File: config.mk
export PLATFORM = sky130hd
export DESIGN_NAME = div_unit_flat
export DESIGN_NICKNAME = d
export VERILOG_FILES = /design/src/rtl/div_unit_pkg.sv /design/src/rtl/div_unit_if.sv /design/src/rtl/div_unit_abs_sign.sv /design/src/rtl/div_unit.sv /design/src/flat_wrapper.sv
export SDC_FILE = /design/constraint.sdc
export NUM_CORES = 1
export LEC_CHECK = 0
export BUFFER_PORTS_ARGS = -buffer_cell sky130_fd_sc_hd__buf_2
export CAP_MARGIN = 20
export CORE_ASPECT_RATIO = 1.5
export CORE_MARGIN = 2
export CORE_UTILIZATION = 55
export CTS_CLUSTER_SIZE = 12
export DETAILED_ROUTE_END_ITERATION = 16
export PLACE_DENSITY = 0.71
export SLEW_MARGIN = 40
export SYNTH_ARGS = -nofsm -noshare
export SYNTH_HDL_FRONTEND = slang
export SYNTH_SLANG_ARGS = --single-unit
File: constraint.sdc
create_clock -name clk -period 26.3 [get_ports clk]
set_clock_uncertainty 0.2 [all_clocks]
set_input_delay 2.63 -clock clk [delete_from_list [all_inputs] [get_ports clk]]
set_output_delay 2.63 -clock clk [all_outputs]
set_load 0.1 [all_outputs]
File: src/rtl/div_unit_pkg.sv
// -----------------------------------------------------------------------------
// div_defs: shared definitions for the EX-stage multi-cycle divider.
//   - DATA_W_DEF : default operand/result width (also the iteration count)
//   - state_t    : divider FSM encoding (IDLE, CALC, DONE)
//   - cnt_width  : width of the iteration counter for a given data width
// -----------------------------------------------------------------------------
package div_defs;

    localparam int DATA_W_DEF = 32;

    typedef enum logic [1:0] {
        IDLE = 2'd0,
        CALC = 2'd1,
        DONE = 2'd2
    } state_t;

    // Counter must reach DATA_W-1, so clog2(DATA_W) bits suffice.
    function automatic int cnt_width(input int w);
        return (w > 1) ? $clog2(w) : 1;
    endfunction

endpackage

File: src/rtl/div_unit_if.sv
// -----------------------------------------------------------------------------
// div_unit_if: E-stage <-> divider connection.
//   master (E-stage / hazard side): drives start, is_signed, a, b, flush;
//                                   receives stall_req, result_valid,
//                                   quotient, remainder.
//   slave  (div_unit):              the mirror image.
// -----------------------------------------------------------------------------
interface div_unit_if
    import div_defs::*;
#(
    parameter int DATA_W = DATA_W_DEF
);

    logic              start;
    logic              is_signed;
    logic [DATA_W-1:0] a;
    logic [DATA_W-1:0] b;
    logic              flush;
    logic              stall_req;
    logic              result_valid;
    logic [DATA_W-1:0] quotient;
    logic [DATA_W-1:0] remainder;

    modport master (
        output start, is_signed, a, b, flush,
        input  stall_req, result_valid, quotient, remainder
    );

    modport slave (
        input  start, is_signed, a, b, flush,
        output stall_req, result_valid, quotient, remainder
    );

endinterface

File: src/rtl/div_unit_abs_sign.sv
// -----------------------------------------------------------------------------
// div_abs_sign: combinational magnitude / sign extraction.
//   value     in  DATA_W  operand
//   is_signed in  1       treat value as two's complement
//   negate    in  1       force two's-complement negation (sign fixup use)
//   result    out DATA_W  |value| when signed and negative, -value when
//                         negate, otherwise value unchanged
//   sign      out 1       sign bit of value when is_signed, else 0
// -----------------------------------------------------------------------------
module div_abs_sign
    import div_defs::*;
#(
    parameter int DATA_W = DATA_W_DEF
) (
    input  logic [DATA_W-1:0] value,
    input  logic              is_signed,
    input  logic              negate,
    output logic [DATA_W-1:0] result,
    output logic              sign
);

    assign sign   = is_signed & value[DATA_W-1];
    // The most negative value maps onto itself, which read as unsigned is
    // exactly its magnitude, so no special case is needed.
    assign result = (sign | negate) ? (~value + 1'b1) : value;

endmodule

File: src/rtl/div_unit.sv
// -----------------------------------------------------------------------------
// div_unit: multi-cycle radix-2 restoring divider for DIV/DIVU in EX.
//   clk  in  pipeline clock
//   rst  in  synchronous reset, active-high
//   dif  div_unit_if.slave:
//     start, is_signed, a, b, flush  (inputs from the E stage)
//     stall_req                      (combinational, to the hazard unit)
//     result_valid, quotient (LO), remainder (HI)
// A division seen in IDLE at cycle T stalls the pipe for T..T+32 and
// presents the result for one cycle at T+33 (DONE), when E is released.
// -----------------------------------------------------------------------------
module div_unit
    import div_defs::*;
#(
    parameter int DATA_W = DATA_W_DEF
) (
    input logic       clk,
    input logic       rst,
    div_unit_if.slave dif
);

    localparam int             CNT_W = cnt_width(DATA_W);
    localparam logic [CNT_W-1:0] LAST  = CNT_W'(DATA_W - 1);

    state_t            state, state_nxt;
    logic [CNT_W-1:0]  counter;
    logic              stall;

    // Iteration working set, loaded from the operands in IDLE.
    logic [DATA_W-1:0] part_rem, part_quo, divisor_mag, dividend_raw;
    logic              sign_q, sign_r, div0;

    logic              result_valid_q;
    logic [DATA_W-1:0] quotient_q, remainder_q;

    logic [DATA_W-1:0] a_mag, b_mag;
    logic              a_sign, b_sign;

    logic [DATA_W:0]   shifted, trial;
    logic [DATA_W-1:0] rem_step, quo_step;
    logic [DATA_W-1:0] q_fixed, r_fixed;
    logic              unused_q_sign, unused_r_sign;

    div_abs_sign #(.DATA_W(DATA_W)) u_abs_a (
        .value(dif.a), .is_signed(dif.is_signed), .negate(1'b0),
        .result(a_mag), .sign(a_sign)
    );

    div_abs_sign #(.DATA_W(DATA_W)) u_abs_b (
        .value(dif.b), .is_signed(dif.is_signed), .negate(1'b0),
        .result(b_mag), .sign(b_sign)
    );

    // One restoring step: bring in the next dividend bit, try the subtract,
    // keep it (and set the quotient bit) only if it did not borrow.
    always_comb begin
        shifted  = {part_rem, part_quo[DATA_W-1]};
        trial    = shifted - {1'b0, divisor_mag};
        quo_step = {part_quo[DATA_W-2:0], ~trial[DATA_W]};
        rem_step = trial[DATA_W] ? shifted[DATA_W-1:0] : trial[DATA_W-1:0];
    end

    // Sign fixups on the final step's result; suppressed for divide by zero.
    div_abs_sign #(.DATA_W(DATA_W)) u_fix_q (
        .value(quo_step), .is_signed(1'b0), .negate(sign_q & ~div0),
        .result(q_fixed), .sign(unused_q_sign)
    );

    div_abs_sign #(.DATA_W(DATA_W)) u_fix_r (
        .value(rem_step), .is_signed(1'b0), .negate(sign_r & ~div0),
        .result(r_fixed), .sign(unused_r_sign)
    );

    // NOTE: every output of a combinational block gets a default first, so
    // no path through the case leaves it unassigned and infers a latch.
    always_comb begin
        state_nxt = state;
        stall     = 1'b0;
        if (dif.flush) begin
            state_nxt = IDLE;
        end else begin
            case (state)
                IDLE: begin
                    if (dif.start) begin
                        state_nxt = CALC;
                        stall     = 1'b1;
                    end
                end
                CALC: begin
                    stall = 1'b1;
                    if (counter == LAST) state_nxt = DONE;
                end
                // start is still high here; returning unconditionally keeps
                // the same instruction from retriggering.
                DONE:    state_nxt = IDLE;
                default: state_nxt = IDLE;
            endcase
        end
    end

    // NOTE: sequential state is updated with non-blocking assignments so all
    // registers sample pre-edge values regardless of statement order.
    always_ff @(posedge clk) begin
        if (rst) state <= IDLE;
        else     state <= state_nxt;
    end

    // NOTE: the working registers are deliberately left out of reset; they
    // are always reloaded in IDLE before CALC ever reads them.
    always_ff @(posedge clk) begin
        if (rst) begin
            counter        <= '0;
            result_valid_q <= 1'b0;
            quotient_q     <= '0;
            remainder_q    <= '0;
        end else begin
            result_valid_q <= 1'b0;
            if (dif.flush) begin
                counter <= '0;
            end else begin
                case (state)
                    IDLE: begin
                        if (dif.start) begin
                            part_rem     <= '0;
                            part_quo     <= a_mag;
                            divisor_mag  <= b_mag;
                            dividend_raw <= dif.a;
                            sign_q       <= a_sign ^ b_sign;
                            sign_r       <= a_sign;
                            div0         <= (dif.b == '0);
                            counter      <= '0;
                        end
                    end
                    CALC: begin
                        part_rem <= rem_step;
                        part_quo <= quo_step;
                        if (counter == LAST) begin
                            counter        <= '0;
                            result_valid_q <= 1'b1;
                            quotient_q     <= div0 ? '1 : q_fixed;
                            remainder_q    <= div0 ? dividend_raw : r_fixed;
                        end else begin
                            counter <= counter + 1'b1;
                        end
                    end
                    default: ;
                endcase
            end
        end
    end

    assign dif.stall_req    = stall;
    assign dif.result_valid = result_valid_q;
    assign dif.quotient     = quotient_q;
    assign dif.remainder    = remainder_q;

endmodule

File: src/flat_wrapper.sv
// flat-port wrapper written by rule: the top's interface ports become plain ports
module div_unit_flat import div_defs::*;
#(
    parameter int DATA_W = DATA_W_DEF
)
  (clk, rst, dif_start, dif_is_signed, dif_a, dif_b, dif_flush, dif_stall_req, dif_result_valid, dif_quotient, dif_remainder);
  div_unit_if #(.DATA_W(DATA_W)) dif_i ();
  input logic clk;
  input logic rst;
  input wire logic [$bits(dif_i.start)-1:0] dif_start;
  input wire logic [$bits(dif_i.is_signed)-1:0] dif_is_signed;
  input wire logic [$bits(dif_i.a)-1:0] dif_a;
  input wire logic [$bits(dif_i.b)-1:0] dif_b;
  input wire logic [$bits(dif_i.flush)-1:0] dif_flush;
  output wire logic [$bits(dif_i.stall_req)-1:0] dif_stall_req;
  output wire logic [$bits(dif_i.result_valid)-1:0] dif_result_valid;
  output wire logic [$bits(dif_i.quotient)-1:0] dif_quotient;
  output wire logic [$bits(dif_i.remainder)-1:0] dif_remainder;
  assign dif_i.start = dif_start;
  assign dif_i.is_signed = dif_is_signed;
  assign dif_i.a = dif_a;
  assign dif_i.b = dif_b;
  assign dif_i.flush = dif_flush;
  assign dif_stall_req = dif_i.stall_req;
  assign dif_result_valid = dif_i.result_valid;
  assign dif_quotient = dif_i.quotient;
  assign dif_remainder = dif_i.remainder;
  div_unit #(.DATA_W(DATA_W)) u_core (.clk(clk), .rst(rst), .dif(dif_i));
endmodule
# Word level (Yosys, flattened, before mapping)

Cells that the tools add are included.

Bits in registers: 203
Bits of input ports: 69
Output and inout port bits: 66
Logic and storage cells: 67

Add/subtract/negate cells: 6
Equal/unequal tests: 4
Muxes and demuxes: 21
Bitwise logic cells: 14
Reductions and logical operators: 10

Operators by type and width:

| cell                    | count |
|---|---|
| $mux W32                | 9 |
| $add A32 B1 Y32 const B | 4 |
| $not A32 Y32            | 4 |
| $pmux W32 S2            | 2 |
| $sub A33 B32 Y33        | 1 |
| $logic_not A32 Y1       | 1 |
| $mux W5                 | 2 |
| $pmux W5 S2             | 1 |
| $reduce_and A4 Y1       | 2 |
| $add A5 B1 Y5 const B   | 1 |
| $eq A5 B5 Y1 const B    | 1 |
| $not A1 Y1              | 5 |
| $and A1 B1 Y1           | 4 |
| $mux W2                 | 2 |
| $pmux W2 S2             | 1 |
| $reduce_and A2 Y1       | 2 |
| $mux W1                 | 3 |
| $reduce_and A3 Y1       | 1 |
| $reduce_or A3 Y1        | 1 |
| $eq A2 B1 Y1 const B    | 1 |
| $logic_not A2 Y1        | 1 |
| $ne A2 B1 Y1 const B    | 1 |
| $ne A2 B2 Y1 const B    | 1 |
| $pmux W1 S2             | 1 |
| 3 further kinds         | 3 |

# Longest topological paths before layout

Gate-level depths: netlist (run 1).

Word-level depth: 6
Depth in mapped cells: 22
Gate-level depth less buffers: 20

# Cells and area by module

A second synthesis (run 1) with hierarchy kept.

Cells, all modules: 1,358
Area, all modules: 12,964.9 sq um

Modules (own cells, without submodules):

| module       | instances | cells each | area an instance (sq um) | seq. area each (sq um) |
|---|---|---|---|---|
| div_unit     | 1         | 918        | 9,816.9                  | 5,375.2 |
| div_abs_sign | 4         | 110        | 787.0                    | 0.0 |

# Worst setup path after synthesis (run 1)

OpenSTA, ideal clock, no wires.

Path kind: input port to flip-flop
From: input port rst
To: register u_core.state[0]
Library setup time: 0.113 ns
Arrival: 10.657 ns
Required time: 25.987 ns
Setup slack: 15.331 ns
Stages on the path: 4
Buffers on the path: 1
Path through: or2_2 -> clkbuf_1 -> nor4b_1 -> o21bai_1

Cells in the longest elaborated chain, start to end: 1

RTL lines:

| item                       | line              | source |
|---|---|---|
| start, declared            | flat_wrapper.sv:9 | `input logic rst;` |
| $reduce_or A2 Y1 (no line) | n/a               |  |
| end signal, assigned       | div_unit.sv:105   | `else state <= state_nxt;` |
| end, declared              | div_unit.sv:25    | `state_t state, state_nxt;` |

Every way passes these cells.
A chain may end at the register's enable or synchronous reset.

# Final worst setup path (run 1)

From: input port dif_start
To: output port dif_stall_req

Cells in the longest elaborated chain, start to end: 3

RTL lines:

| item            | line               | source |
|---|---|---|
| start, declared | flat_wrapper.sv:10 | `input wire logic [$bits(dif_i.start)-1:0] dif_start;` |
| $mux W1         | div_unit.sv:84     | `if (dif.start) begin` |
| $pmux W1 S2     | div_unit.sv:82     | `case (state)` |
| $mux W1         | div_unit.sv:79     | `if (dif.flush) begin` |
| end, declared   | flat_wrapper.sv:15 | `output wire logic [$bits(dif_i.stall_req)-1:0] dif_stall_req;` |

Every way passes these cells.

==> results of run 1 <==
-- cell families (layout without fill, tap and decap cells) --
logic type               Yosys count  in the layout  synth area share [%]
buffers and inverters            134            250                  4.21
XOR/XNOR                         125            125                  8.47
AND/OR/NAND/NOR                  515            515                  19.0
adder cells (fa/ha/maj)           39             39                  3.83
multiplexers                      27             27                  2.16
AO/OA/AOI/OAI                    405            405                  20.7
flip-flops                       203            203                  41.6
-- worst register-to-register path, stage by stage (launching register included) --
cell                       delay, ps
sky130_fd_sc_hd__edfxtp_1        390
sky130_fd_sc_hd__inv_1            80
sky130_fd_sc_hd__ha_1            160
sky130_fd_sc_hd__inv_1            50
sky130_fd_sc_hd__fa_1            420
sky130_fd_sc_hd__a211oi_2        320
sky130_fd_sc_hd__o211ai_2        200
sky130_fd_sc_hd__nand2_1         180
sky130_fd_sc_hd__a31oi_1         150
sky130_fd_sc_hd__a211oi_4        160
sky130_fd_sc_hd__buf_4           560
sky130_fd_sc_hd__inv_2           480
sky130_fd_sc_hd__mux2i_1         380
sky130_fd_sc_hd__ha_1            280
sky130_fd_sc_hd__and4b_1         240
sky130_fd_sc_hd__or4b_4          480
sky130_fd_sc_hd__a22oi_1         460
sky130_fd_sc_hd__a31oi_1         180
sky130_fd_sc_hd__xnor2_1         200
sky130_fd_sc_hd__nand2_1          80
sky130_fd_sc_hd__a311oi_1        260
-- flip-flops by register name, indices dropped and copies added, names as in the netlist, 2 cells and up --
name                  cells
u_core.dif.remainder     32
u_core.counter            5
u_core.divisor_mag       32
u_core.part_quo          32
u_core.dividend_raw      32
u_core.part_rem          32
u_core.state              2
u_core.dif.quotient      32
-- routing by layer --
layer	vias to the layer above	global-route usage [%]	part of all wire [%]
met5	-	0	0
met4	0	12.0	3.9
met3	92	3.96	5.7
met2	395	52.0	51
met1	5351	35.1	40
li1	5503	-	-
-- layout by cell type (no fill, tap or decap), types with 20 or more instances in the layout --
| cell | n |
|---|---|
| sky130_fd_sc_hd__clkbuf_16 | 24 |
| sky130_fd_sc_hd__inv_1 | 59 |
| sky130_fd_sc_hd__edfxtp_1 | 131 |
| sky130_fd_sc_hd__o31ai_1 | 21 |
| sky130_fd_sc_hd__buf_2 | 134 |
| sky130_fd_sc_hd__or3_1 | 30 |
| sky130_fd_sc_hd__nor2_1 | 153 |
| sky130_fd_sc_hd__o21ai_0 | 95 |
| sky130_fd_sc_hd__dfxtp_1 | 72 |
| sky130_fd_sc_hd__xnor2_1 | 73 |
| sky130_fd_sc_hd__a211oi_1 | 27 |
| sky130_fd_sc_hd__nand2_1 | 154 |
| sky130_fd_sc_hd__a21oi_1 | 100 |
| sky130_fd_sc_hd__xor2_1 | 52 |
| sky130_fd_sc_hd__ha_1 | 38 |
| sky130_fd_sc_hd__nor3_1 | 43 |
| sky130_fd_sc_hd__mux2i_1 | 20 |
-- cell type report --
class / count / area [um^2]
fillers: 2022 / 8530
clock buffers: 33 / 644
multi-input cells: 1111 / 7060
clock inverters: 9 / 52.6
repair buffers: 148 / 783
well taps: 315 / 394
flip-flops and latches: 203 / 5380
inverters: 60 / 225
-- how the worst max path moves through the flow --
stage	to	startpoint	depth (start not counted)
3_3_place_gp	dif_stall_req	dif_start	4
5_1_grt	dif_stall_req	dif_start	4
2_1_floorplan	u_core.state[0]	rst	4
4_1_cts	dif_stall_req	dif_start	4
6_report	dif_stall_req	dif_start	4
3_5_place_dp	dif_stall_req	dif_start	4
-- stage by stage --
step | utilization [%] | cells | hold WS, ps | total power, mW
floorplan | - | 1448 | 236 | 0.446
global placement | 59.9 | 1837 | 236 | 0.478
detailed placement | 60.0 | 1837 | 249 | 0.480
CTS | 63.0 | 1879 | 259 | 0.780
global route | 63.0 | 1879 | 281 | 0.806
finish | 63.0 | 1879 | 254 | 0.777
-- report_power, final --
group,switching [mW],total (mW),internal (mW)
combinational,0.0762,0.119,0.0431
sequential,0.00624,0.356,0.350
clock,0.131,0.302,0.171
==> impl_summary.md, run 1 <==
Route
The initial detailed-routing violation count is 788. After detailed routing, the number of remaining DRC violations is 0. The mean routed wirelength per cell is 19.4 um.

The count of antenna-violating nets left after detailed routing is 0. The number of iterations in the first detailed-routing pass is 5. The total wire length is 36.5 mm. In the routed layout, each cell is associated on average with a via count of roughly 6.0. The via count is approximately 11000.

Clock tree
In this run, post-CTS repair resized a total of 0 instances. TritonCTS built the clock tree. The tree built by TritonCTS fans out to a little over 200 sinks. The clock tree buffer depth is 3. The number of buffers added by the clock tree synthesis step is 23. The tree is rooted in a sky130_fd_sc_hd__clkbuf_16. The clock-pin slew on the worst setup and hold paths is 70 ps. The post-cts hold buffer count is 0. For the worst-skew pair, the clock arrives at the later sink with an insertion delay of between 500 and 600 ps.

The number of H-tree branching levels is 1. The number of post-CTS setup repair buffers is 0.

Critical path
The critical-path cell with the highest stage delay is sky130_fd_sc_hd__o21bai_1. The critical path is of the in -> out type. The worst setup path is captured at an output pin.

The largest single stage delay on the critical path is roughly 460 ps. Along the worst path, the maximum fanout reaches 7. Traced cell by cell, the critical path runs through buf_2 -> o21bai_1 -> nor2_1 -> buf_2. The cell type with the highest occurrence count on the critical path is sky130_fd_sc_hd__buf_2. Among cell families on the critical path, the largest total delay comes from compound AO/OA/AOI/OAI gates.

The category of the worst setup path launch point is an input pin. The endpoint identified for the worst register-to-register timing path is u_core.dif.remainder[18]. At the worst endpoint, the arrival time is roughly 3600 ps.

Counting both buffers and inverters, the worst setup path holds a total of 2. The worst endpoint required time is ~23000 ps. The minimum setup slack among reg-to-reg paths is ~20000 ps. Measured in cells, the most critical reg-to-reg path has a length of 20. The worst flop-to-flop path startpoint is u_core.part_quo[31].

Flow run
The number of max-cap violations is 0.

Floorplan
In this run the vertical extent of the chip is about 190 um. The initial core utilization is 56.1%. The count of boundary I/O pins is about 140.

The row count is just under 70. The chip width is 129 um. The placeable core region is about 23000 um^2.

The area enclosed by the die boundary is approximately 25000 um^2.

Timing
The transition time at the pin with the least slew margin is 804 ps. The slack of the critical path is 19890 ps. Setup violations remaining at the end of the flow were counted as 0. The post-layout minimum cycle time is around 6400 ps. The setup TNS after final layout is 0 ps. The max-slew headroom at the worst pin is a little under half.

Based on the critical path, the design can be clocked at up to between 0.15 and 0.2 GHz. The final period utilization is approximately a quarter. The count of pins over their slew limit is 0. Setup repair after global routing left no endpoint under its margin. The count of final hold-check violations is 0.

Hold path
The endpoint of the worst hold-timing path is u_core.dif.remainder[0]. The worst hold path begins at u_core.dif.remainder[0]. The min-delay analysis places its worst path in the category reg -> reg. The worst hold path was traced through 2 stages.

Logic synthesis
In the post-synthesis netlist, the cell with the most instances is sky130_fd_sc_hd__nor2_1. The number of nets in the synthesized netlist is 1556. Synthesis inferred 203 register bits. Among all flip-flop cells after synthesis, the most frequent one is sky130_fd_sc_hd__edfxtp_1. The portion of synthesized cell area occupied by the leading cell type is a little under a third. The number of warning messages in the yosys log is 0. The number of enable flip-flop cells after synthesis is about 130. For this run, asynchronously set or reset flops after synthesis account for 0%.

The largest total area in the synthesized netlist belongs to sky130_fd_sc_hd__edfxtp_1. In the post-synthesis netlist, the biggest area contributors are sky130_fd_sc_hd__edfxtp_1 30%, sky130_fd_sc_hd__dfxtp_1 11%, sky130_fd_sc_hd__xnor2_1 4.9%. The netlist uses 83 different library cells. Summing every instance area after synthesis gives 12900 um^2. In the synthesized netlist, the cells that appear most often are 155 x sky130_fd_sc_hd__nor2_1, 154 x sky130_fd_sc_hd__nand2_1, 131 x sky130_fd_sc_hd__edfxtp_1. The cell count after synthesis came out at between 1000 and 1500. The share of synthesized area occupied by flip-flops and latches is just over 40%.

The average cell area after synthesis is 8.93 um^2.

Finish
The total non-filler cell area in the finished layout is between 10000 and 15000 um^2. The number of antenna cells inserted is 0. From synthesis to final layout, the design area changed by 12.4%.

The fraction of layout cells with a size suffix above 1 is around 15%. The final-stage net count is 1655.

Global route
The initial antenna violation count was 0. Across every metal layer, demand over resource in global routing totals about 29%. The global-route wire length before repair is 57.3 mm.

The pin count of the biggest net entering global routing is 73. The via count of the first global-routing pass is approximately 11000. The overflow left after global routing is 0.

Placed design
After detailed placement, the total cell area comes to 13800 um^2. In this run the tool buffered the top-level ports with 134 buffer cells. The placer congestion estimate is roughly 0.94. The post-placement worst setup slack is between 15000 and 20000 ps. The half-perimeter wire length after placement is approximately 26 mm.

Power and ir drop
The analysis attributes to cell leakage a power of about 5.4 nW. The peak supply drop is 0.0000573 V. The power per cell area is about 53 nW/um^2.

Outcome
The run finished with clean final reports.
No activity file was read; power rests on OpenSTA's default activity.
==> run 2, diff against run 1 <==
--- a/config.mk
+++ b/config.mk
@@ -5,6 +5,7 @@
 export SDC_FILE = /design/constraint.sdc
 export NUM_CORES = 1
 export LEC_CHECK = 0
+export ABC_AREA = 1
 export BUFFER_PORTS_ARGS = -buffer_cell sky130_fd_sc_hd__buf_2
 export CAP_MARGIN = 20
 export CORE_ASPECT_RATIO = 1.5
@@ -12,7 +13,7 @@
 export CORE_UTILIZATION = 55
 export CTS_CLUSTER_SIZE = 12
 export DETAILED_ROUTE_END_ITERATION = 16
-export PLACE_DENSITY = 0.71
+export PLACE_DENSITY = 0.74
 export SLEW_MARGIN = 40
 export SYNTH_ARGS = -nofsm -noshare
 export SYNTH_HDL_FRONTEND = slang
==> constraint.sdc (replaced) <==
create_clock -name clk -period 5.7 [get_ports clk]
set_clock_uncertainty 0.2 [all_clocks]
set_input_delay 0.57 -clock clk [delete_from_list [all_inputs] [get_ports clk]]
set_output_delay 0.57 -clock clk [all_outputs]
set_load 0.1 [all_outputs]
==> run 2 against run 1 <==
  * Worst setup slack lost 19000 ps
  * Critical endpoint is now u_core.dif.quotient[28]
  * Total power grew to 4.4 times the previous value
  * Sequential share of layout area down 1.4 points
  * First-iteration DRC count rose by 4.2%
  * Highest routed layer unchanged
  * Die area is 4.9% higher
  * Via count up 11%
  * Count of clock-buffer cells in the layout is 3 higher
  * Worst hold slack worse by 180 ps
==> impl_summary.md, run 2 <==
Outcome
The flow ran to the end, and the final reports show no timing, DRC or antenna violations.

Finish
The fraction of layout cells with a size suffix above 1 came to 13.6% (-1.1 points). The final cell count without fillers was 2295 (+22%). The total non-filler cell area in the finished layout is 15100 um^2 (+3.9%). The library cells used most frequently in the layout, excluding fill and tap cells, are 510 x sky130_fd_sc_hd__nand2_1, 238 x sky130_fd_sc_hd__inv_1, 192 x sky130_fd_sc_hd__nor2_1, 134 x sky130_fd_sc_hd__buf_2, 131 x sky130_fd_sc_hd__edfxtp_1. The commonest non-fill, non-tap cell in the layout is sky130_fd_sc_hd__nand2_1. The multi-input logic area is 7050 um^2 (-0.12%). From synthesis to final layout, the design area changed by 11.2%. The count of filler cells inserted in the layout is 2339 (+16%).

The sequential standard cell area was 5380 um^2 (unchanged). The final-stage net count is 2065 (+25%). The number of antenna cells inserted is 0 (unchanged).

Power and ir drop
The design internal power is 2.49 mW (+340%). The leakage dissipation was 6.87 nW (+27%). The fraction of power spent switching nets is 28.1% (+0.67 points). The peak supply drop is 0.000223 V (+290%). The switching power is 971 uW (+360%). The sequential share of power came to 47.4% (+1.6 points). The relative contribution of the clock network to total power is 36.0% (-2.8 points). The power per cell area is 229 nW/um^2 (+330%). The part of the total power dissipated in combinational logic came to 16.6% (+1.2 points).

Logic synthesis
The number of warning messages in the yosys log is 0 (unchanged). The portion of synthesized cell area occupied by the leading cell type is 29.0% (-1.4 points). The area of the mapped netlist is 13600 um^2 (+5.0%). After synthesis, the cell types taking the most area are sky130_fd_sc_hd__edfxtp_1 29%, sky130_fd_sc_hd__nand2_1 14%, sky130_fd_sc_hd__dfxtp_1 11%. The biggest area contributor in the post-synthesis netlist is sky130_fd_sc_hd__edfxtp_1. The share of synthesized registers carrying an async set or reset is 0% (unchanged). The dominant synthesized flop cell is sky130_fd_sc_hd__edfxtp_1. The post-synthesis instance total is 1843 (+27%).

The net count after synthesis is 1951 (+25%). The count of distinct cell types in the synthesized netlist is 55 (-34%). The number of flip-flops and latches in the synthesized netlist came to 203 (unchanged). By count the netlist is led by 510 x sky130_fd_sc_hd__nand2_1, 238 x sky130_fd_sc_hd__inv_1, 196 x sky130_fd_sc_hd__nor2_1. The number of enable flip-flop cells after synthesis came to 131 (unchanged).

The most frequent cell after synthesis is sky130_fd_sc_hd__nand2_1. The average cell area after synthesis came to 7.37 um^2 (-18%). The share of synthesized area occupied by flip-flops and latches is 39.6% (-2.0 points).

Critical path
The maximum fanout encountered on the critical timing path was 26 (+19). The worst endpoint required time came to 5880 ps (-17590 ps). The arrival time at the worst endpoint is 4840 ps (+1260 ps).

By startpoint and endpoint, the worst setup path is classified as reg -> reg. STA classifies the critical path startpoint as a register. The sort of element at the end of the critical path is a register.

Placed design
The half-perimeter wire length after placement came to 29.4 mm (+11%). The placer congestion estimate is 0.940 (-0.21%). The cell area reported after detailed placement is 14500 um^2 (+4.9%). The count of buffers from port buffering is 134 (unchanged). The instance count after placement with tap cells included is 2258 (+23%).

Route
The initial detailed-routing violation count is 821 (+4.2%). The number of iterations in the first detailed-routing pass is 5 (unchanged). The remaining design rule violation count was 0 (unchanged).

The routed via count divided by cell count is 5.48 (-9.1%). The total wire length is 39.1 mm (+7.1%). The mean routed wirelength per cell is 17.0 um (-12%). The count of antenna-violating nets left after detailed routing came to 0 (unchanged).

The via count came to 12600 (+11%).

Global route
The routing usage on met3 is 2.75% (-1.2 points). The overflow left after global routing is 0 (unchanged). The peak-usage layer in the global routing report is met2. The fraction of met1 tracks used by global routing is 33.8% (-1.4 points). The global-route total usage across every layer is 29.7% (+0.48 points). The global-route wire length before repair is 61.7 mm (+7.6%).

The pin count of the biggest net entering global routing is 70 (-4.1%). The via count of the first global-routing pass came to 12300 (+11%). The met2 layer usage reported by global route is 55.8% (+3.8 points). The initial antenna violation count was 0 (unchanged).

Floorplan
The placeable core region came to 24300 um^2 (+5.6%). The chip width is 132 um (+2.4%). The count of boundary I/O pins is 135 (unchanged). The initial core utilization is 55.8% (-0.32 points). The area enclosed by the die boundary is 26000 um^2 (+4.9%). The die height came to 196 um (+2.4%). The row count is 70 (+2.9%).

Clock tree
The cell sitting at the root of the clock tree is a sky130_fd_sc_hd__clkbuf_16. The number of H-tree branching levels is 1 (unchanged). The post-cts hold buffer count came to 0 (unchanged).

The CTS sink count is 203 (unchanged). The clock tree buffer depth was 3 (unchanged). The clock-pin slew on the worst setup and hold paths is 60 ps (about the same). The number of post-CTS setup repair buffers is 0 (unchanged). The number of gates resized after CTS came to 0 (unchanged). The later-pin clock latency in the skew report is 500 ps (-30 ps). The number of buffers added by the clock tree synthesis step is 21 (-8.7%). The TritonCTS clock tree is yes.

Timing
The transition time at the pin with the least slew margin is 845 ps (+40.8 ps). The count of pins over their slew limit came to 0 (unchanged). The final number of setup-violating endpoints came to 0 (unchanged).

Of the available clock period, the critical path in the final layout requires approximately 82%. Setup repair after global routing left no endpoint under its margin. The count of final hold-check violations was 0 (unchanged). The highest achievable clock rate is 0.215 GHz.

The post-layout minimum cycle time is about 4700 ps. The setup TNS after final layout came to 0 ps (unchanged). The max-slew headroom at the worst pin is 43.6% (-2.8 points).

Hold path
The worst hold path class is in -> reg.

Flow run
The number of max-cap violations was 0 (unchanged).
## run 2: stage by stage
step	utilization, %	power [mW]	worst slack [ps]	hold WS, ps
6_report	62.0	3.46	1040	71.9
4_1_cts	62.0	3.46	1090	58.8
3_5_place_dp	59.5	2.23	1120	253
2_1_floorplan	-	2.07	1180	244
3_3_place_gp	59.5	2.22	1220	251
5_1_grt	62.0	3.59	629	64.1
## run 2: kinds of logic (layout without fill, tap and decap cells)
family / Yosys count / after routing / share of synthesized area (%)
simple gates: 951 / 951 / 30.6
buf+inv: 298 / 426 / 8.75
flops: 203 / 203 / 39.6
compound gates: 265 / 265 / 11.8
xor+xnor: 87 / 87 / 5.61
fa+ha+maj: 39 / 39 / 3.65
## run 2: cell type report
class | count | share of cell area, %
well taps | 324 | 2.69
repair buffers | 145 | 5.02
inverters | 244 | 6.08
clock buffers | 36 | 3.86
clock inverters | 1 | 0.0497
multi-input cells | 1342 | 46.7
flip-flops and latches | 203 | 35.6
## run 2: worst paths after layout
kind | startpoint | to | slack [ps] | depth (start not counted)
hold / removal | dif_a[30] | u_core.dividend_raw[30] | 70 | 1
setup / recovery | u_core.part_quo[31] | u_core.dif.quotient[28] | 1040 | 26
setup reg to reg | u_core.part_quo[31] | u_core.dif.quotient[28] | 1040 | 26
hold reg to reg | u_core.dif.remainder[5] | u_core.dif.remainder[5] | 260 | 2
## run 2: critical path, stage by stage (launching register included)
cell	delay [ps]
sky130_fd_sc_hd__edfxtp_1	370
sky130_fd_sc_hd__inv_1	80
sky130_fd_sc_hd__ha_1	140
sky130_fd_sc_hd__inv_1	60
sky130_fd_sc_hd__fa_1	400
sky130_fd_sc_hd__nand2_1	70
sky130_fd_sc_hd__nand2_1	90
sky130_fd_sc_hd__nand3_1	110
sky130_fd_sc_hd__nand2_2	90
sky130_fd_sc_hd__nand2_2	80
sky130_fd_sc_hd__nand2_4	60
sky130_fd_sc_hd__nand2_4	90
sky130_fd_sc_hd__nand3_4	130
sky130_fd_sc_hd__nand2_4	320
sky130_fd_sc_hd__ha_1	260
sky130_fd_sc_hd__nand2_1	80
sky130_fd_sc_hd__nor3_1	220
sky130_fd_sc_hd__inv_1	80
sky130_fd_sc_hd__nor3_1	310
sky130_fd_sc_hd__nand3_1	250
sky130_fd_sc_hd__inv_1	130
sky130_fd_sc_hd__nand2_1	90
sky130_fd_sc_hd__o21ai_0	260
sky130_fd_sc_hd__o21ai_0	180
sky130_fd_sc_hd__xor2_1	170
sky130_fd_sc_hd__o221ai_1	150
sky130_fd_sc_hd__inv_1	60
## run 2: power by group through the flow
| stage | clock [mW] | sequential, mW | combinational [mW] |
|---|---|---|---|
| finish | 1.24 | 1.64 | 0.573 |
| global route | 1.31 | 1.64 | 0.638 |
| CTS | 1.26 | 1.64 | 0.567 |
| detailed placement | 0 | 1.67 | 0.563 |
| global placement | 0 | 1.67 | 0.555 |
| floorplan | 0 | 1.66 | 0.405 |
## run 2: per-layer routing
metal	up-vias	part of all wire, %	wire length, um
met5	-	0	0
met4	0	4.7	1840
met3	111	4.7	1830
met2	397	52	20400
met1	5852	38	15000
li1	6228	-	-
==> run 3, diff against run 2 <==
--- a/config.mk
+++ b/config.mk
@@ -13,7 +13,7 @@
 export CORE_UTILIZATION = 55
 export CTS_CLUSTER_SIZE = 12
 export DETAILED_ROUTE_END_ITERATION = 16
-export PLACE_DENSITY = 0.74
+export PLACE_DENSITY = 0.71
 export SLEW_MARGIN = 40
 export SYNTH_ARGS = -nofsm -noshare
 export SYNTH_HDL_FRONTEND = slang
==> constraint.sdc (replaced) <==
create_clock -name clk -period 4.4 [get_ports clk]
set_clock_uncertainty 0.2 [all_clocks]
set_input_delay 0.44 -clock clk [delete_from_list [all_inputs] [get_ports clk]]
set_output_delay 0.44 -clock clk [all_outputs]
set_load 0.1 [all_outputs]
==> run 3 against run 2 <==
  * Total power grew 34%
  * Cell count grew 1.6%
  * Cell area grew 3.0%
  * First-iteration DRC count shrank 12%
  * Critical path depth is the same
  * Clock power grew 40%
  * Sequential power grew 29%
  * Sequential share of layout area shrank 1.0 points
  * Worst setup slack lost 700 ps
  * Utilization grew 1.9 points
  * Critical endpoint is now u_core.dif.remainder[28]
==> impl_summary.md, run 3 (synthesized netlist as in run 2, its figures left out) <==
Hold path
The endpoint of the worst hold-timing path is u_core.divisor_mag[17]. The startpoint of the tightest hold check path is dif_b[17]. The number of stages on the worst hold path is 3 (+2).

The worst hold path class is in -> reg.

Finish
The utilization of the core after routing came to 63.9% (+1.9 points). The number of antenna cells inserted is 0 (unchanged). The commonest non-fill, non-tap cell in the layout is sky130_fd_sc_hd__nand2_1. The total non-filler cell area in the finished layout came to 15500 um^2 (+3.0%). The final-stage net count is 2102 (+1.8%). Leaving out fill and tap cells, the most frequent cells in the layout are 510 x sky130_fd_sc_hd__nand2_1, 237 x sky130_fd_sc_hd__inv_1, 192 x sky130_fd_sc_hd__nor2_1, 134 x sky130_fd_sc_hd__buf_2, 131 x sky130_fd_sc_hd__edfxtp_1. The fraction of layout cells with a size suffix above 1 is 13.9% (+0.30 points).

The area added between synthesis and finish is 14.5%. The count of filler cells inserted in the layout was 2273 (-2.8%).

Clock tree
The TritonCTS clock tree is yes. The clock-pin slew on the worst setup and hold paths is 60 ps (about the same). The clock tree root buffer cell is sky130_fd_sc_hd__clkbuf_16.

The number of buffers added by the clock tree synthesis step is 21 (unchanged). The clock tree buffer depth is 3 (unchanged). The CTS sink count is 203 (unchanged). The later-pin clock latency in the skew report is 510 ps (about the same). The number of post-CTS setup repair buffers is 0 (unchanged).

The number of H-tree branching levels is 1 (unchanged).

Outcome
The run finished with clean final reports.

Critical path
The sum of buffers and inverters on the critical path was 4 (-1). The maximum cell stage delay along the critical path is 400 ps (about the same). Broken down by cell family, the worst path's largest delay share belongs to simple AND/OR/NAND/NOR gates. In this run the critical register-to-register path is launched from u_core.part_quo[31]. The cell type with the highest occurrence count on the critical path is sky130_fd_sc_hd__nand2_1.

The worst setup path is launched from a register. STA classifies the critical path endpoint as a register. The critical path in this run is classified as reg -> reg. The maximum fanout encountered on the critical timing path is 25 (-3.8%). The number of cells on the worst reg-to-reg path came to 26 (unchanged).

The critical-path cell with the highest stage delay is sky130_fd_sc_hd__fa_1. The arrival time at the worst endpoint is 4230 ps (-610 ps). The end of the worst register-to-register path is u_core.dif.remainder[28].

The minimum setup slack among reg-to-reg paths is 340 ps (-700 ps). The worst endpoint required time is 4570 ps (-1310 ps).

Power and ir drop
The peak supply drop is 0.000363 V (+63%). The leakage dissipation was 7.07 nW (+2.9%). The power per cell area was 297 nW/um^2 (+30%). The post-route total power is 4.62 mW (+34%).

Floorplan
The placeable core region came to 24300 um^2 (unchanged). The area enclosed by the die boundary is 26000 um^2 (unchanged). The initial core utilization is 55.8% (unchanged). The count of boundary I/O pins is 135 (unchanged). The die height is 196 um (unchanged). The chip width is 132 um (unchanged). The row count is 70 (unchanged).

Placed design
The half-perimeter wire length after placement is 29.6 mm (+0.37%). The cell area reported after detailed placement is 14500 um^2 (+0.28%). The placer congestion estimate came to 0.938 (-0.24%). The count of buffers from port buffering is 134 (unchanged).

Route
The routed via count divided by cell count came to 5.39 (-1.7%). The total wire length was 39.3 mm (+0.72%). The count of antenna-violating nets left after detailed routing was 0 (unchanged). The number of iterations in the first detailed-routing pass is 5 (unchanged). The via count is 12600 (-0.13%). The mean routed wirelength per cell is 16.9 um (-0.88%).

The remaining design rule violation count is 0 (unchanged). The initial detailed-routing violation count came to 719 (-12%).

Timing
The post-layout minimum cycle time is 4060 ps (-602 ps). The max-slew headroom at the worst pin came to 47.3% (+3.7 points). The highest achievable clock rate is 0.247 GHz (+15%). The setup TNS after final layout is 0 ps (unchanged). The count of final hold-check violations came to 0 (unchanged).

The count of pins over their slew limit came to 0 (unchanged). The transition time at the pin with the least slew margin is 789 ps (-55.8 ps). The final period utilization was 92.2% (+10 points). Setup repair after global routing left no endpoint under its margin. The final number of setup-violating endpoints is 0 (unchanged).

Global route
The global-route wire length before repair is 62.3 mm (+1.0%). The via count of the first global-routing pass is 12100 (-1.5%). The global-route total usage across every layer is 30.1% (+0.42 points). The overflow left after global routing came to 0 (unchanged). The initial antenna violation count was 0 (unchanged). The pin count of the biggest net entering global routing is 69 (-1.4%).

Flow run
The number of max-cap violations came to 0 (unchanged).
## run 3: worst register-to-register path, cell delays in order, from the launching register on
cell and delay [ps]:
sky130_fd_sc_hd__edfxtp_1 370, sky130_fd_sc_hd__inv_1 80, sky130_fd_sc_hd__ha_1 140, sky130_fd_sc_hd__inv_1 60, sky130_fd_sc_hd__fa_1 400, sky130_fd_sc_hd__nand2_1 80, sky130_fd_sc_hd__nand2_1 90, sky130_fd_sc_hd__nand3_1 110
sky130_fd_sc_hd__nand2_2 80, sky130_fd_sc_hd__nand2_2 80, sky130_fd_sc_hd__nand2_4 60, sky130_fd_sc_hd__nand2_4 90, sky130_fd_sc_hd__nand3_4 130, sky130_fd_sc_hd__nand2_4 120, sky130_fd_sc_hd__buf_4 340, sky130_fd_sc_hd__nand2_1 120
sky130_fd_sc_hd__nand2_2 130, sky130_fd_sc_hd__ha_1 220, sky130_fd_sc_hd__nand3_2 100, sky130_fd_sc_hd__inv_1 80, sky130_fd_sc_hd__nand3_2 140, sky130_fd_sc_hd__nand2_1 190, sky130_fd_sc_hd__nand3_1 120, sky130_fd_sc_hd__nand2_1 70
sky130_fd_sc_hd__nand3_1 120, sky130_fd_sc_hd__nand2_1 120, sky130_fd_sc_hd__a21oi_2 50
## run 3: area by class of cell
cell class | count | area, um^2 | share of cell area [%]
Multi-Input combinational cell | 1342 | 7070 | 45.5
Sequential cell | 203 | 5380 | 34.6
Timing Repair Buffer | 182 | 1130 | 7.27
Inverter | 244 | 917 | 5.90
Clock buffer | 35 | 608 | 3.91
Tap cell | 324 | 405 | 2.61
Clock inverter | 2 | 38.8 | 0.249
## run 3: worst max-delay path by stage
stage	start	to	slack, ps	cells after the start
floorplan	rst	u_core.div0	10	4
global route	u_core.part_quo[31]	u_core.dif.remainder[28]	30	25
finish	u_core.part_quo[31]	u_core.dif.remainder[28]	340	26
CTS	u_core.part_quo[31]	u_core.dif.quotient[28]	110	26
detailed placement	u_core.part_quo[31]	u_core.dif.quotient[28]	140	26
global placement	u_core.part_quo[31]	u_core.dif.quotient[28]	190	26
## run 3: metal layers
metal  vias up  track usage (%)  wire length [um]
met5         -                0                 0
met4         0             13.4              1890
met3        98             2.98              1740
met2       366             57.4             20600
met1      5796             33.7             15100
li1       6312                -                 -
## run 3: repair_timing
| action | CTS | global route |
|---|---|---|
| setup endpoints to repair | 0 | 13 |
| gates resized for setup | 0 | 6 |
| hold endpoints to repair | 32 | 1 |
| hold buffers | 32 | 1 |
## run 3: through the flow
step,setup slack (ps),hold slack [ps],std cells
detailed placement,140,254,2262
floorplan,13.9,244,1843
global placement,192,251,2261
CTS,111,0.560,2331
global route,32.5,62.3,2332
finish,345,46.2,2332
## run 3: report_power, final
group	leakage [nW]	internal [mW]	switching [mW]	total, mW
sequential	1.79	2.09	0.0308	2.12
clock	0.312	0.997	0.731	1.73
combinational	4.97	0.256	0.512	0.768
